### src/rtl/arm_control_fsm.sv
// arm_control_fsm: multicycle control unit for the ARM datapath.
// Sequences fetch, decode and execute for data-processing, load/store and
// branch instructions. Outputs are a Moore decode of the registered state and ir.
// Optional feature: define MEM_TIMEOUT_EN to abort a memory wait that lasts
// MEM_TIMEOUT cycles without moc (ABORT state, one-cycle err pulse, fetch retried).
module arm_control_fsm #(
    parameter int unsigned MEM_TIMEOUT = 15,
    parameter int unsigned CNT_W       = 4
) (
    input  logic        clk,
    input  logic        rst_n,
    input  logic [31:0] ir,
    input  logic        cond_pass,
    input  logic        moc,
    output logic        ir_load,
    output logic        pc_load,
    output logic        pc_sel,
    output logic        mar_load,
    output logic        mar_sel,
    output logic        mem_en,
    output logic        mem_rw,
    output logic        rf_we,
    output logic        rd_lr,
    output logic        rd_src,
    output logic        flags_we,
    output logic [3:0]  alu_op,
    output logic [3:0]  state,
    output logic        err
);

    localparam int unsigned ST_W = 4;

    typedef enum logic [ST_W-1:0] {
        ST_RESET      = 4'd0,
        ST_FETCH      = 4'd1,
        ST_FETCH_WAIT = 4'd2,
        ST_FETCH_LOAD = 4'd3,
        ST_DECODE     = 4'd4,
        ST_EXEC_DP    = 4'd5,
        ST_MEM_ADDR   = 4'd6,
        ST_MEM_WAIT   = 4'd7,
        ST_MEM_WB     = 4'd8,
        ST_BRANCH     = 4'd9
`ifdef MEM_TIMEOUT_EN
        ,ST_ABORT     = 4'd10
`endif
    } state_e;

    localparam logic [3:0] ALU_ADD = 4'b0100;
    localparam logic [3:0] ALU_SUB = 4'b0010;

    // The timeout counter must be able to represent MEM_TIMEOUT-1
    if ((64'd1 << CNT_W) <= 64'(MEM_TIMEOUT)) begin : g_cfg_check
        $error("arm_control_fsm: 2**CNT_W must exceed MEM_TIMEOUT");
    end

    state_e state_q;
    state_e state_next;
    logic   tmo_c;

    // Fields of ir not consulted by the control decode
    logic unused_ir;
    assign unused_ir = ^{ir[31:28], ir[19:8], ir[6:5], ir[3:0]};

    assign state = state_q;

`ifdef MEM_TIMEOUT_EN
    logic [CNT_W-1:0] cnt_q;
    logic             in_wait_c;
    logic             enter_wait_c;

    assign in_wait_c    = (state_q == ST_FETCH_WAIT) || (state_q == ST_MEM_WAIT);
    assign enter_wait_c = (state_next != state_q) &&
                          ((state_next == ST_FETCH_WAIT) || (state_next == ST_MEM_WAIT));
    assign tmo_c        = in_wait_c && !moc && (cnt_q == CNT_W'(MEM_TIMEOUT - 1));

    // Wait-cycle counter: cleared on entry to a wait state, saturating count of moc-less cycles
    always_ff @(posedge clk or negedge rst_n) begin
        if (!rst_n) begin
            cnt_q <= '0;
        end else if (enter_wait_c) begin
            cnt_q <= '0;
        end else if (in_wait_c && !moc && (cnt_q != {CNT_W{1'b1}})) begin
            cnt_q <= cnt_q + CNT_W'(1);
        end
    end
`else
    assign tmo_c = 1'b0;
    assign err   = 1'b0;
`endif

    // State register
    always_ff @(posedge clk or negedge rst_n) begin
        if (!rst_n) begin
            state_q <= ST_RESET;
        end else begin
            state_q <= state_next;
        end
    end

    // Next-state and Moore output decode
    always_comb begin
        state_next = state_q;
        ir_load    = 1'b0;
        pc_load    = 1'b0;
        pc_sel     = 1'b0;
        mar_load   = 1'b0;
        mar_sel    = 1'b0;
        mem_en     = 1'b0;
        mem_rw     = 1'b0;
        rf_we      = 1'b0;
        rd_lr      = 1'b0;
        rd_src     = 1'b0;
        flags_we   = 1'b0;
        alu_op     = 4'b0000;
`ifdef MEM_TIMEOUT_EN
        err        = 1'b0;
`endif
        case (state_q)
            ST_RESET: begin
                state_next = ST_FETCH;
            end
            ST_FETCH: begin
                mar_load   = 1'b1;
                state_next = ST_FETCH_WAIT;
            end
            ST_FETCH_WAIT: begin
                mem_en = 1'b1;
                mem_rw = 1'b1;
                if (moc) begin
                    state_next = ST_FETCH_LOAD;
                end
`ifdef MEM_TIMEOUT_EN
                else if (tmo_c) begin
                    state_next = ST_ABORT;
                end
`endif
            end
            ST_FETCH_LOAD: begin
                ir_load    = 1'b1;
                pc_load    = 1'b1;
                state_next = ST_DECODE;
            end
            ST_DECODE: begin
                if (!cond_pass) begin
                    state_next = ST_FETCH;
                end else begin
                    case (ir[27:25])
                        3'b000:  state_next = (ir[4] && ir[7]) ? ST_MEM_ADDR : ST_EXEC_DP;
                        3'b001:  state_next = ST_EXEC_DP;
                        3'b010,
                        3'b011:  state_next = ST_MEM_ADDR;
                        3'b101:  state_next = ST_BRANCH;
                        default: state_next = ST_FETCH;
                    endcase
                end
            end
            ST_EXEC_DP: begin
                alu_op     = ir[24:21];
                flags_we   = ir[20];
                rf_we      = (ir[24:23] != 2'b10);
                state_next = ST_FETCH;
            end
            ST_MEM_ADDR: begin
                alu_op     = ir[23] ? ALU_ADD : ALU_SUB;
                mar_load   = 1'b1;
                mar_sel    = 1'b1;
                state_next = ST_MEM_WAIT;
            end
            ST_MEM_WAIT: begin
                mem_en = 1'b1;
                mem_rw = ir[20];
                if (moc) begin
                    state_next = ir[20] ? ST_MEM_WB : ST_FETCH;
                end
`ifdef MEM_TIMEOUT_EN
                else if (tmo_c) begin
                    state_next = ST_ABORT;
                end
`endif
            end
            ST_MEM_WB: begin
                rf_we      = 1'b1;
                rd_src     = 1'b1;
                state_next = ST_FETCH;
            end
            ST_BRANCH: begin
                pc_load    = 1'b1;
                pc_sel     = 1'b1;
                alu_op     = ALU_ADD;
                rf_we      = ir[24];
                rd_lr      = ir[24];
                state_next = ST_FETCH;
            end
`ifdef MEM_TIMEOUT_EN
            ST_ABORT: begin
                err        = 1'b1;
                state_next = ST_FETCH;
            end
`endif
            default: begin
                state_next = ST_RESET;
            end
        endcase
    end

endmodule

### config.mk
export PLATFORM = sky130hd
export DESIGN_NAME = arm_control_fsm
export DESIGN_NICKNAME = d
export VERILOG_FILES = /design/src/rtl/arm_control_fsm.sv
export SDC_FILE = /design/constraint.sdc
export NUM_CORES = 1
export LEC_CHECK = 0
export CAP_MARGIN = 20
export CORE_MARGIN = 1.5
export CORE_UTILIZATION = 28
export CTS_CLUSTER_SIZE = 10
export DETAILED_ROUTE_END_ITERATION = 10
export GPL_ROUTABILITY_DRIVEN = 0
export PLACE_DENSITY = 0.78
export SYNTH_ARGS = -nofsm -noshare
export SYNTH_HDL_FRONTEND = slang
export SYNTH_SLANG_ARGS = --single-unit
### constraint.sdc
create_clock -name clk -period 1.45 [get_ports clk]
set_input_delay 0.29 -clock clk [delete_from_list [all_inputs] [get_ports clk]]
set_output_delay 0.29 -clock clk [all_outputs]
set_load 0.05 [all_outputs]
== After elaboration in Yosys (flattened, before gate mapping) ==
Index checks and enable logic that the tools add are counted.
Storage, ports and cells
  register bits: 4
  output and inout bits: 20
Cells by class
  equal/unequal tests: 16
  mux-type cells: 20
  reduce and logical (&&, ||, !) cells: 9
Operators with widths (count)
  $pmux W4 S7: 1
  $eq A4 B3 Y1 const B: 4
  $mux W4: 4
  $pmux W4 S4: 1
  $pmux W4 S3: 1
  $mux W1: 9
  $eq A4 B2 Y1 const B: 2
  $eq A4 B4 Y1 const B: 2
  $reduce_or A2 Y1: 4
  $eq A3 B2 Y1 const B: 2
  $ne A2 B2 Y1 const B: 3
  $eq A4 B1 Y1 const B: 1
  $logic_not A4 Y1: 1
  $reduce_or A4 Y1: 1
  $eq A3 B1 Y1 const B: 1
  $eq A3 B3 Y1 const B: 1
  $logic_not A3 Y1: 1
  $mux W3: 1
  $pmux W1 S3: 1
  $mux W2: 1
  $pmux W1 S2: 1
  $reduce_and A2 Y1: 1
  $logic_and A1 B1 Y1: 1

== Longest topological paths before layout ==
Gate-level depths: netlist of run 1.
  word-level depth: 5
  depth in mapped cells: 4
  gate-level depth less buffers: 3

== Worst setup path before layout of run 1 ==
Ideal clock, no wire load.
  path type: flip-flop to output port
  start point: register state_q[2] (netlist: state[2])
  end point: output port rd_src
  arrival: 2.028 ns
  path slack: -0.868 ns
  cell stages (with the launch flop): 4
  buffers on the path: 1
  cell sequence: dfrtp_1 buf_4 nand2b_1 nor3_1
Between the ends
  cells in the longest elaborated chain, start to end: 2
Ends and longest elaborated chain
  start, declared: line 57  | state_e state_q;
  start signal, assigned: line 97  | state_q <= state_next;
  $eq A4 B4 Y1: line 119  | case (state_q)
  $mux W1: line 119
  end, declared: line 24  | output logic rd_src,
Every way passes these cells.

== Worst setup path after layout of run 1 ==
  start point: register state_q[3] (netlist: state[3])
  end point: output port alu_op[0]
Between the ends
  cells in the longest elaborated chain, start to end: 2
  elaborated cells on any way between the ends: 4
  classes of those cells: eq/ne: 3; mux: 1
Ends and longest elaborated chain
  $eq A4 B4 Y1 / $eq A4 B3 Y1 (equally long branches): line 119
  $pmux W4 S3 (*): line 119
  end, declared: line 26  | output logic [3:0] alu_op,
Every way passes the cells marked *; elsewhere a longest branch is shown, timed or not.

==> reports/results.ini, run 1 <==
[run_status]
status = finished with violations
failed_checks = setup timing

[layout]
largest_reg_flops = 4
fin_nets = 168
drive_gt1_share_pct = 69.2
layout_commonest_cell = buf_4
final_cell_mix = buf_4, buf_12, clkdlybuf4s50_1, nor2_4, nand2b_4
antenna_cells = 0
syn2layout_area_growth_pct = 179

[worst_setup_path]
cp_cell_sequence = and2b_4 > buf_4 > and3_4 > buf_12
arrival_ns = 1.40
r2r_start = state[0]$_DFFE_PN0P_
start_kind = flip-flop
worst_r2r_endpoint = state[0]$_DFFE_PN0P_
critPathMaxFanout = 6
ff2ff_path_depth = 6
path_depth = 4
critPathTopFamily = simple AND/OR/NAND/NOR gates
required_ns = 1.16
r2r_slack_ns = 0.09
crit_buf_inv = 2
path_class = reg2out
cp-end-kind = primary output
slowest_stage = dfrtp_2
max_stage_delay_ns = 0.43

[clocking]
clk_pin_slew_ns = 0.04
postCtsHoldBufs = 0
htreeDepth = 1
cts_sinks = 4
cts_root_buffer = clkbuf_4
clk_latency_ns = 0.24
tritoncts = built
cts_buffers = 3
clock_path_buffers = 2

[logic_synthesis]
synth_top_area_share_pct = 18.6
synth_area_leaders = dfrtp_1, nand2b_1, nor2_1, and3_1, a21oi_1
netlist_area_um2 = 537
syn-num-nets = 107
yosys_warnings = 0
postSynthCellCount = 71
ys_seq_area_share_pct = 18.6
synth_area_per_cell_um2 = 7.56
synth_cell_type_count = 31
yosysTopAreaCell = dfrtp_1
synth-seq-cells = 4

[timing]
worst_slack_ns = -0.237
finClkSkew_ns = 0.00443
hold_viol = 0
fin_crit_ns = 1.69
setup_violations = 15
final_max_slew_viol_count = 0
clock.fmax_ghz = 0.593
rsz0062_at_grt = true
finalCritPeriodShare_pct = 116
fin_setup_tns_ns = -2.75

[die]
die_x_um = 46.8
boundaryPins = 56
coreArea_um2 = 1760
die-area_um2 = 2190
start_util_pct = 30.4
fp.dieH_um = 46.8
rows = 15

[route]
wl_mm = 2.38
avgRoutedWirePerCell_um = 15.3
postRouteAntennaNets = 0
vias = 773
route.detailed.drc = 0
first_pass_iters = 4
drt_iter0_drc = 14
routed_via_density = 4.99

[grt]
grt_pass1_vias = 783
overflow = 0
antenna_found_initial = 0
grt_use_total_pct = 23.0
grt_max_degree = 10
grt_pass1_wl_mm = 3.53

[place]
hpwl_mm = 1.69
detailedPlace.worstSlack_ns = -0.251
portBuffers = 32

[power_and_ir_drop]
leakage_nw = 0.595
power.share.clock_pct = 4.5
p_per_area_nw_per_um2 = 2230
p_int_mw = 1.71
ir_worst_vdd_mv = 1.88
p_sw_share_pct = 48.9
p_seq_share_pct = 7.5
p_comb_share_pct = 87.9
p_sw_mw = 1.63

[flow_run]
maxCapViolations = 0

[hold_path]
hold_class = in2async

cell families (layout without fill, tap and decap cells):
kind of cell | after synthesis | in the layout | synth area share, %
flops | 4 | 4 | 18.6
buf+inv | 6 | 65 | 9.09
simple gates | 42 | 42 | 48.0
compound gates | 18 | 18 | 23.5
other cells | 1 | 1 | 0.699
worst max path at each step:
stage                     end  slack, ns            startpoint
floorplan            mar_load      -0.16  state[2]$_DFFE_PN0P_
global placement        rf_we      -0.23                ir[23]
detailed placement      rf_we      -0.25                ir[23]
CTS                 alu_op[2]      -0.22  state[2]$_DFFE_PN0P_
global route        alu_op[2]      -0.30  state[3]$_DFFE_PN0P_
finish              alu_op[0]      -0.24  state[3]$_DFFE_PN0P_
worst register-to-register path: cells and delay by family (launching register included):
kind            cells  cell delay (ns)
buf+inv             4             0.54
flops               1             0.44
simple gates        1             0.16
compound gates      1             0.15
layout make-up:
class | count | area [µm²]
clock buffer | 3 | 22.5
multi-input combinational | 61 | 592
tap | 25 | 31.3
fill | 108 | 269
sequential | 4 | 108
inverter | 1 | 3.75
timing repair buffer | 61 | 738
timing repair:
item	in CTS	in global routing
setup endpoints to repair	15	18
buffers inserted	5	6
pin swaps	6	6
gates resized for setup	4	6
layer usage:
| layer | global-route usage (%) | part of all wire, % |
|---|---|---|
| met5 | 0 | 0 |
| met4 | 4.44 | 0.21 |
| met3 | 4.62 | 5.2 |
| met2 | 44.4 | 58 |
| met1 | 25.9 | 37 |
per-stage QoR:
stage	cells	cell area, µm²	hold WS [ns]	util (%)	power (mW)
global route	155	1500	0.276	84.8	3.49
global placement	143	1370	0.505	77.4	2.83
CTS	151	1440	0.268	81.5	3.17
finish	155	1500	0.264	84.8	3.34
detailed placement	143	1370	0.521	77.4	2.90
floorplan	71	727	-0.00559	-	1.81
power groups by stage:
stage          registers [mW]  clock network (mW)  logic (mW)
2_1_floorplan           0.408                   0        1.40
3_3_place_gp            0.283                   0        2.55
3_5_place_dp            0.290                   0        2.61
4_1_cts                 0.276               0.146        2.75
5_1_grt                 0.264               0.161        3.06
6_report                0.252               0.151        2.94
cell usage after synthesis, drive strengths merged:
| master | instances |
|---|---|
| nor2b | 3 |
| conb | 1 |
| a21oi | 6 |
| nor3 | 2 |
| a31oi | 1 |
| and3 | 5 |
| a32o | 1 |
| and3b | 1 |
| a2111oi | 1 |
| nand2 | 1 |
| nand3b | 1 |
| o211ai | 1 |
| nor2 | 12 |
| dfrtp | 4 |
| nand2b | 8 |
| or2 | 1 |
| o22ai | 1 |
| buf | 5 |
| and2 | 1 |
| nand4 | 2 |
| nand3 | 1 |
| a2bb2oi | 1 |
| inv | 1 |
| nor3b | 1 |
| and2b | 3 |
| o21ai | 6 |
No activity file was read; power rests on OpenSTA's default activity.
==> run 2, diff against run 1 <==
CORE_MARGIN = unset   (was 1.5)
SLEW_MARGIN = 20   (was unset)
==> run 2 against run 1 <==
  * The flow still finishes with violations (setup timing)
  * Critical path depth stayed put
  * Clock skew is 0.00066 ns lower
  * Non-clock buffer count is 5 lower
  * Utilization is 1.3 points lower
  * Clock power is 3% lower
  * Highest routed layer unchanged
==> reports/results.ini, run 2 (same netlist as run 1, synthesis figures left out) <==
[layout]
final_area_um2 = 1470  ; -1.5%
drive_gt1_share_pct = 72.0  ; +2.8 points
final_cell_mix = buf_4, buf_12, clkdlybuf4s50_1, nor2_4, nand2b_4
fin_util_pct = 83.5  ; -1.3 points
antenna_cells = 0  ; unchanged
fillers = 105  ; -2.8%
layout_commonest_cell = buf_4
fin_nets = 163  ; -3.0%
syn2layout_area_growth_pct = 174
layout.cells.non_filler = 150  ; -3.2%
largest_reg_flops = 4  ; unchanged

[worst_setup_path]
arrival_ns = 1.41  ; about the same
start_kind = flip-flop
path_class = reg2out
required_ns = 1.16  ; about the same
critPathMaxFanout = 7  ; +1
cp-end-kind = primary output

[grt]
grt_max_degree = 9  ; -1
overflow = 0  ; unchanged
antenna_found_initial = 0  ; unchanged
grt_pass1_vias = 889  ; +14%
grt_pass1_wl_mm = 3.95  ; +12%
grt_use_total_pct = 27.7  ; +4.7 points

[timing]
setup_violations = 17  ; +2
finalCritPeriodShare_pct = 117  ; +0.62 points
hold_viol = 0  ; unchanged
hold-worst-slack_ns = 0.245  ; -0.0188 ns
clock.fmax_ghz = 0.590  ; -0.53%
final_max_slew_viol_count = 0  ; unchanged
rsz0062_at_grt = true
finClkSkew_ns = 0.00376  ; -0.000665 ns
fin_crit_ns = 1.70  ; +0.00893 ns
worst_slack_ns = -0.246  ; -0.00892 ns

[die]
boundaryPins = 56  ; unchanged
die_x_um = 45.8  ; -2.1%
start_util_pct = 30.4  ; unchanged
coreArea_um2 = 1760  ; unchanged
die-area_um2 = 2100  ; -4.2%
fp.dieH_um = 45.8  ; -2.1%
rows = 15  ; unchanged

[clocking]
cts_root_buffer = clkbuf_4
postCtsHoldBufs = 0  ; unchanged
tritoncts = built
htreeDepth = 1  ; unchanged
cts_buffers = 3  ; unchanged
cts_sinks = 4  ; unchanged
clock_path_buffers = 2  ; unchanged
clk_latency_ns = 0.24  ; about the same
clk_pin_slew_ns = 0.04  ; about the same

[run_status]
status = finished with violations
failed_checks = setup timing

[hold_path]
hold_class = in2async

[flow_run]
maxCapViolations = 0  ; unchanged

[route]
wl_mm = 2.41  ; +1.4%
drt_iter0_drc = 12  ; -2
first_pass_iters = 4  ; unchanged
vias = 788  ; +1.9%
routed_via_density = 5.25  ; +5.3%
avgRoutedWirePerCell_um = 16.1  ; +4.8%
route.detailed.drc = 0  ; unchanged
postRouteAntennaNets = 0  ; unchanged

[power_and_ir_drop]
leakage_nw = 0.573  ; -3.7%
ir_worst_vdd_mv = 1.77  ; -6.0%
p_per_area_nw_per_um2 = 2240  ; +0.17%

[place]
hpwl_mm = 1.62  ; -4.1%
detailedPlace.worstSlack_ns = -0.199  ; +0.0517 ns
portBuffers = 32  ; unchanged
dpl.cell_count = 140  ; -2.1%
dpl-instance-area_um2 = 1340  ; -1.6%

-- run 2: path summary, 6_finish.rpt --
check	start	endpoint	slack, ns	cells after the start
setup / recovery	state[2]$_DFFE_PN0P_	mar_load	-0.25	4
hold / removal	rst_n	state[1]$_DFFE_PN0P_	0.25	1
setup reg to reg	state[0]$_DFFE_PN0P_	state[2]$_DFFE_PN0P_	-0.03	5
hold reg to reg	state[1]$_DFFE_PN0P_	state[1]$_DFFE_PN0P_	0.74	2
max in group asynchronous	rst_n	state[1]$_DFFE_PN0P_	1.02	1
min in group clk	cond_pass	state[3]$_DFFE_PN0P_	0.71	3
-- run 2: area by class of cell --
cell class | instances | area, µm² | area share [%]
Multi-Input combinational cell | 61 | 606 | 41.1
Sequential cell | 4 | 108 | 7.31
Clock buffer | 3 | 22.5 | 1.53
Inverter | 1 | 3.75 | 0.255
Tap cell | 25 | 31.3 | 2.12
Timing Repair Buffer | 56 | 702 | 47.7
-- run 2: per-layer routing --
| layer | share of wire, % | global-route usage [%] |
|---|---|---|
| met1 | 34 | 25.7 |
| met2 | 58 | 53.1 |
| met3 | 3.8 | 2.78 |
| met4 | 4.3 | 22.9 |
| met5 | 0 | 0 |
-- run 2: stage by stage --
step | power (mW) | setup TNS, ns
after floorplan | 1.81 | -1.61
after global placement | 2.80 | -0.814
after detailed placement | 2.86 | -0.955
after CTS | 3.23 | -2.84
after global routing | 3.42 | -3.39
final | 3.30 | -2.70
-- run 2: repair_timing --
| item | 4_1_cts | 5_1_grt |
|---|---|---|
| hold endpoints to repair | 0 | 0 |
| resized for setup | 10 | 4 |
| buffers inserted | 7 | 0 |
| pin swaps | 8 | 9 |
| setup endpoints to repair | 15 | 19 |
-- run 2: critical path, cell delays in order, from the launching register on --
cell and delay, ns:
dfrtp_2 0.45, nand2b_4 0.16, or2_4 0.25, a21oi_4 0.15, buf_12 0.15
-- run 2: power by group --
group | switching (mW) | internal [mW]
registers | 0.111 | 0.172
logic | 1.48 | 1.39
clock network | 0.0527 | 0.0930
total | 1.64 | 1.65
==> run 3, diff against run 2 <==
RECOVER_POWER = 25   (was unset)
clock period = 1.7 ns   (was 1.45 ns; I/O delays follow)
==> run 3 against run 2 <==
  * The run still ends with setup timing left
  * Largest cell class unchanged
  * Highest routed layer unchanged
  * Final cell count is 2.7% lower
  * Clock-buffer cell count stayed put
  * Critical path depth stayed put
  * Sequential power is 24% lower
==> reports/results.ini, run 3 (same netlist as run 1, synthesis figures left out) <==
[die]
die-area_um2 = 2100  ; unchanged
rows = 15  ; unchanged
start_util_pct = 30.4  ; unchanged
fp.dieH_um = 45.8  ; unchanged
boundaryPins = 56  ; unchanged
die_x_um = 45.8  ; unchanged
coreArea_um2 = 1760  ; unchanged

[timing]
hold-worst-slack_ns = 0.378  ; +0.133 ns
fin_crit_ns = 1.71
rsz0062_at_grt = true
finalCritPeriodShare_pct = 101
worst_slack_ns = -0.0110  ; +0.235 ns
hold_viol = 0  ; unchanged
setup_violations = 3  ; -14
clock.fmax_ghz = 0.584
final_max_slew_viol_count = 0  ; unchanged
finClkSkew_ns = 0.00256  ; -0.00120 ns

[route]
vias = 732  ; -7.1%
postRouteAntennaNets = 0  ; unchanged
route.detailed.drc = 0  ; unchanged
routed_via_density = 5.01  ; -4.6%
first_pass_iters = 4  ; unchanged
wl_mm = 2.08  ; -14%
avgRoutedWirePerCell_um = 14.2  ; -11%
drt_iter0_drc = 7  ; -5

[grt]
gr-usage-met1_pct = 22.5  ; -3.3 points
grt_max_degree = 10  ; +1
use_met2_pct = 37.4  ; -16 points
grt_pass1_wl_mm = 3.06  ; -22%
overflow = 0  ; unchanged
antenna_found_initial = 0  ; unchanged
top_usage_layer = met2
grt_pass1_vias = 700  ; -21%
grt_use_total_pct = 20.9  ; -6.8 points
grt_use_met3_pct = 3.97  ; +1.2 points

[layout]
fillers = 107  ; +1.9%
fin_nets = 159  ; -2.5%
final_cell_mix = buf_12, buf_4, clkdlybuf4s50_1, nor2_4, nand2b_4
drive_gt1_share_pct = 66.9  ; -5.1 points
syn2layout_area_growth_pct = 162
antenna_cells = 0  ; unchanged
largest_reg_flops = 4  ; unchanged

[worst_setup_path]
r2r_slack_ns = 0.35  ; +0.38 ns
path_class = reg2out
worst_r2r_endpoint = state[0]$_DFFE_PN0P_
cp_cell_sequence = and2b_4 > nand2_2 > o22ai_4 > buf_12
start_kind = flip-flop
r2r_start = state[1]$_DFFE_PN0P_
arrival_ns = 1.37  ; -0.04 ns
required_ns = 1.36  ; +0.20 ns
cp-end-kind = primary output
max_stage_delay_ns = 0.43  ; -0.02 ns
ff2ff_path_depth = 5  ; unchanged
critPathMaxFanout = 6  ; -1
slowest_stage = dfrtp_2

[clocking]
clk_pin_slew_ns = 0.04  ; about the same
cts_root_buffer = clkbuf_4
postCtsHoldBufs = 0  ; unchanged
tritoncts = built
cts_buffers = 3  ; unchanged
clk_latency_ns = 0.23  ; about the same
cts_sinks = 4  ; unchanged
clock_path_buffers = 2  ; unchanged
htreeDepth = 1  ; unchanged

[hold_path]
hold_class = in2async

[run_status]
status = finished with violations
failed_checks = setup timing

[power_and_ir_drop]
ir_worst_vdd_mv = 1.54  ; -13%
leakage_nw = 0.554  ; -3.3%
p_per_area_nw_per_um2 = 1890  ; -16%

[place]
hpwl_mm = 1.43  ; -12%
detailedPlace.worstSlack_ns = -0.0723  ; +0.127 ns
portBuffers = 32  ; unchanged

[flow_run]
maxCapViolations = 0  ; unchanged

run 3: worst max-delay path by stage:
| stage | startpoint | to |
|---|---|---|
| after floorplan | state[0]$_DFFE_PN0P_ | alu_op[1] |
| after global placement | ir[23] | rf_we |
| after detailed placement | ir[23] | rf_we |
| after CTS | state[0]$_DFFE_PN0P_ | alu_op[1] |
| after global routing | state[0]$_DFFE_PN0P_ | mar_load |
| final | state[3]$_DFFE_PN0P_ | alu_op[2] |
run 3: timing repair:
| item | CTS | global route |
|---|---|---|
| setup buffers | 7 | 5 |
| pin swaps | 2 | 5 |
| gates resized for setup | 8 | 20 |
| setup endpoints to repair | 12 | 15 |
run 3: where the power goes:
group | total, mW | leakage (nW) | switching (mW) | internal (mW)
clock | 0.114 | 0.0138 | 0.0355 | 0.0788
sequential | 0.216 | 0.0453 | 0.0751 | 0.141
combinational | 2.32 | 0.495 | 1.20 | 1.12
run 3: layer usage:
metal / vias up / share of wire (%)
li1: 355 / -
met1: 337 / 35
met5: - / 0
met3: 4 / 6.5
met4: 0 / 2.0
met2: 36 / 56
run 3: critical path: cells and delay by family, from the launching register on:
kind / cells / cell delay [ns]
buf+inv: 1 / 0.16
compound gates: 1 / 0.18
simple gates: 2 / 0.37
flops: 1 / 0.43
run 3: final cells by class:
cell class / instances / area (µm²) / share of cell area (%)
Inverter: 1 / 3.75 / 0.267
Clock buffer: 3 / 22.5 / 1.60
Sequential cell: 4 / 105 / 7.49
Tap cell: 25 / 31.3 / 2.23
Timing Repair Buffer: 52 / 661 / 47.1
Multi-Input combinational cell: 61 / 581 / 41.4
run 3: metrics by stage:
step,cells,utilization [%],TNS (ns),area [µm²],total power [mW]
after floorplan,71,-,-0.0653,656,1.42
after global placement,131,68.0,-0.0527,1200,2.18
after detailed placement,131,68.0,-0.0994,1200,2.21
after CTS,141,73.5,-0.157,1300,2.48
after global routing,146,79.6,-0.266,1400,2.78
final,146,79.6,-0.0162,1400,2.65
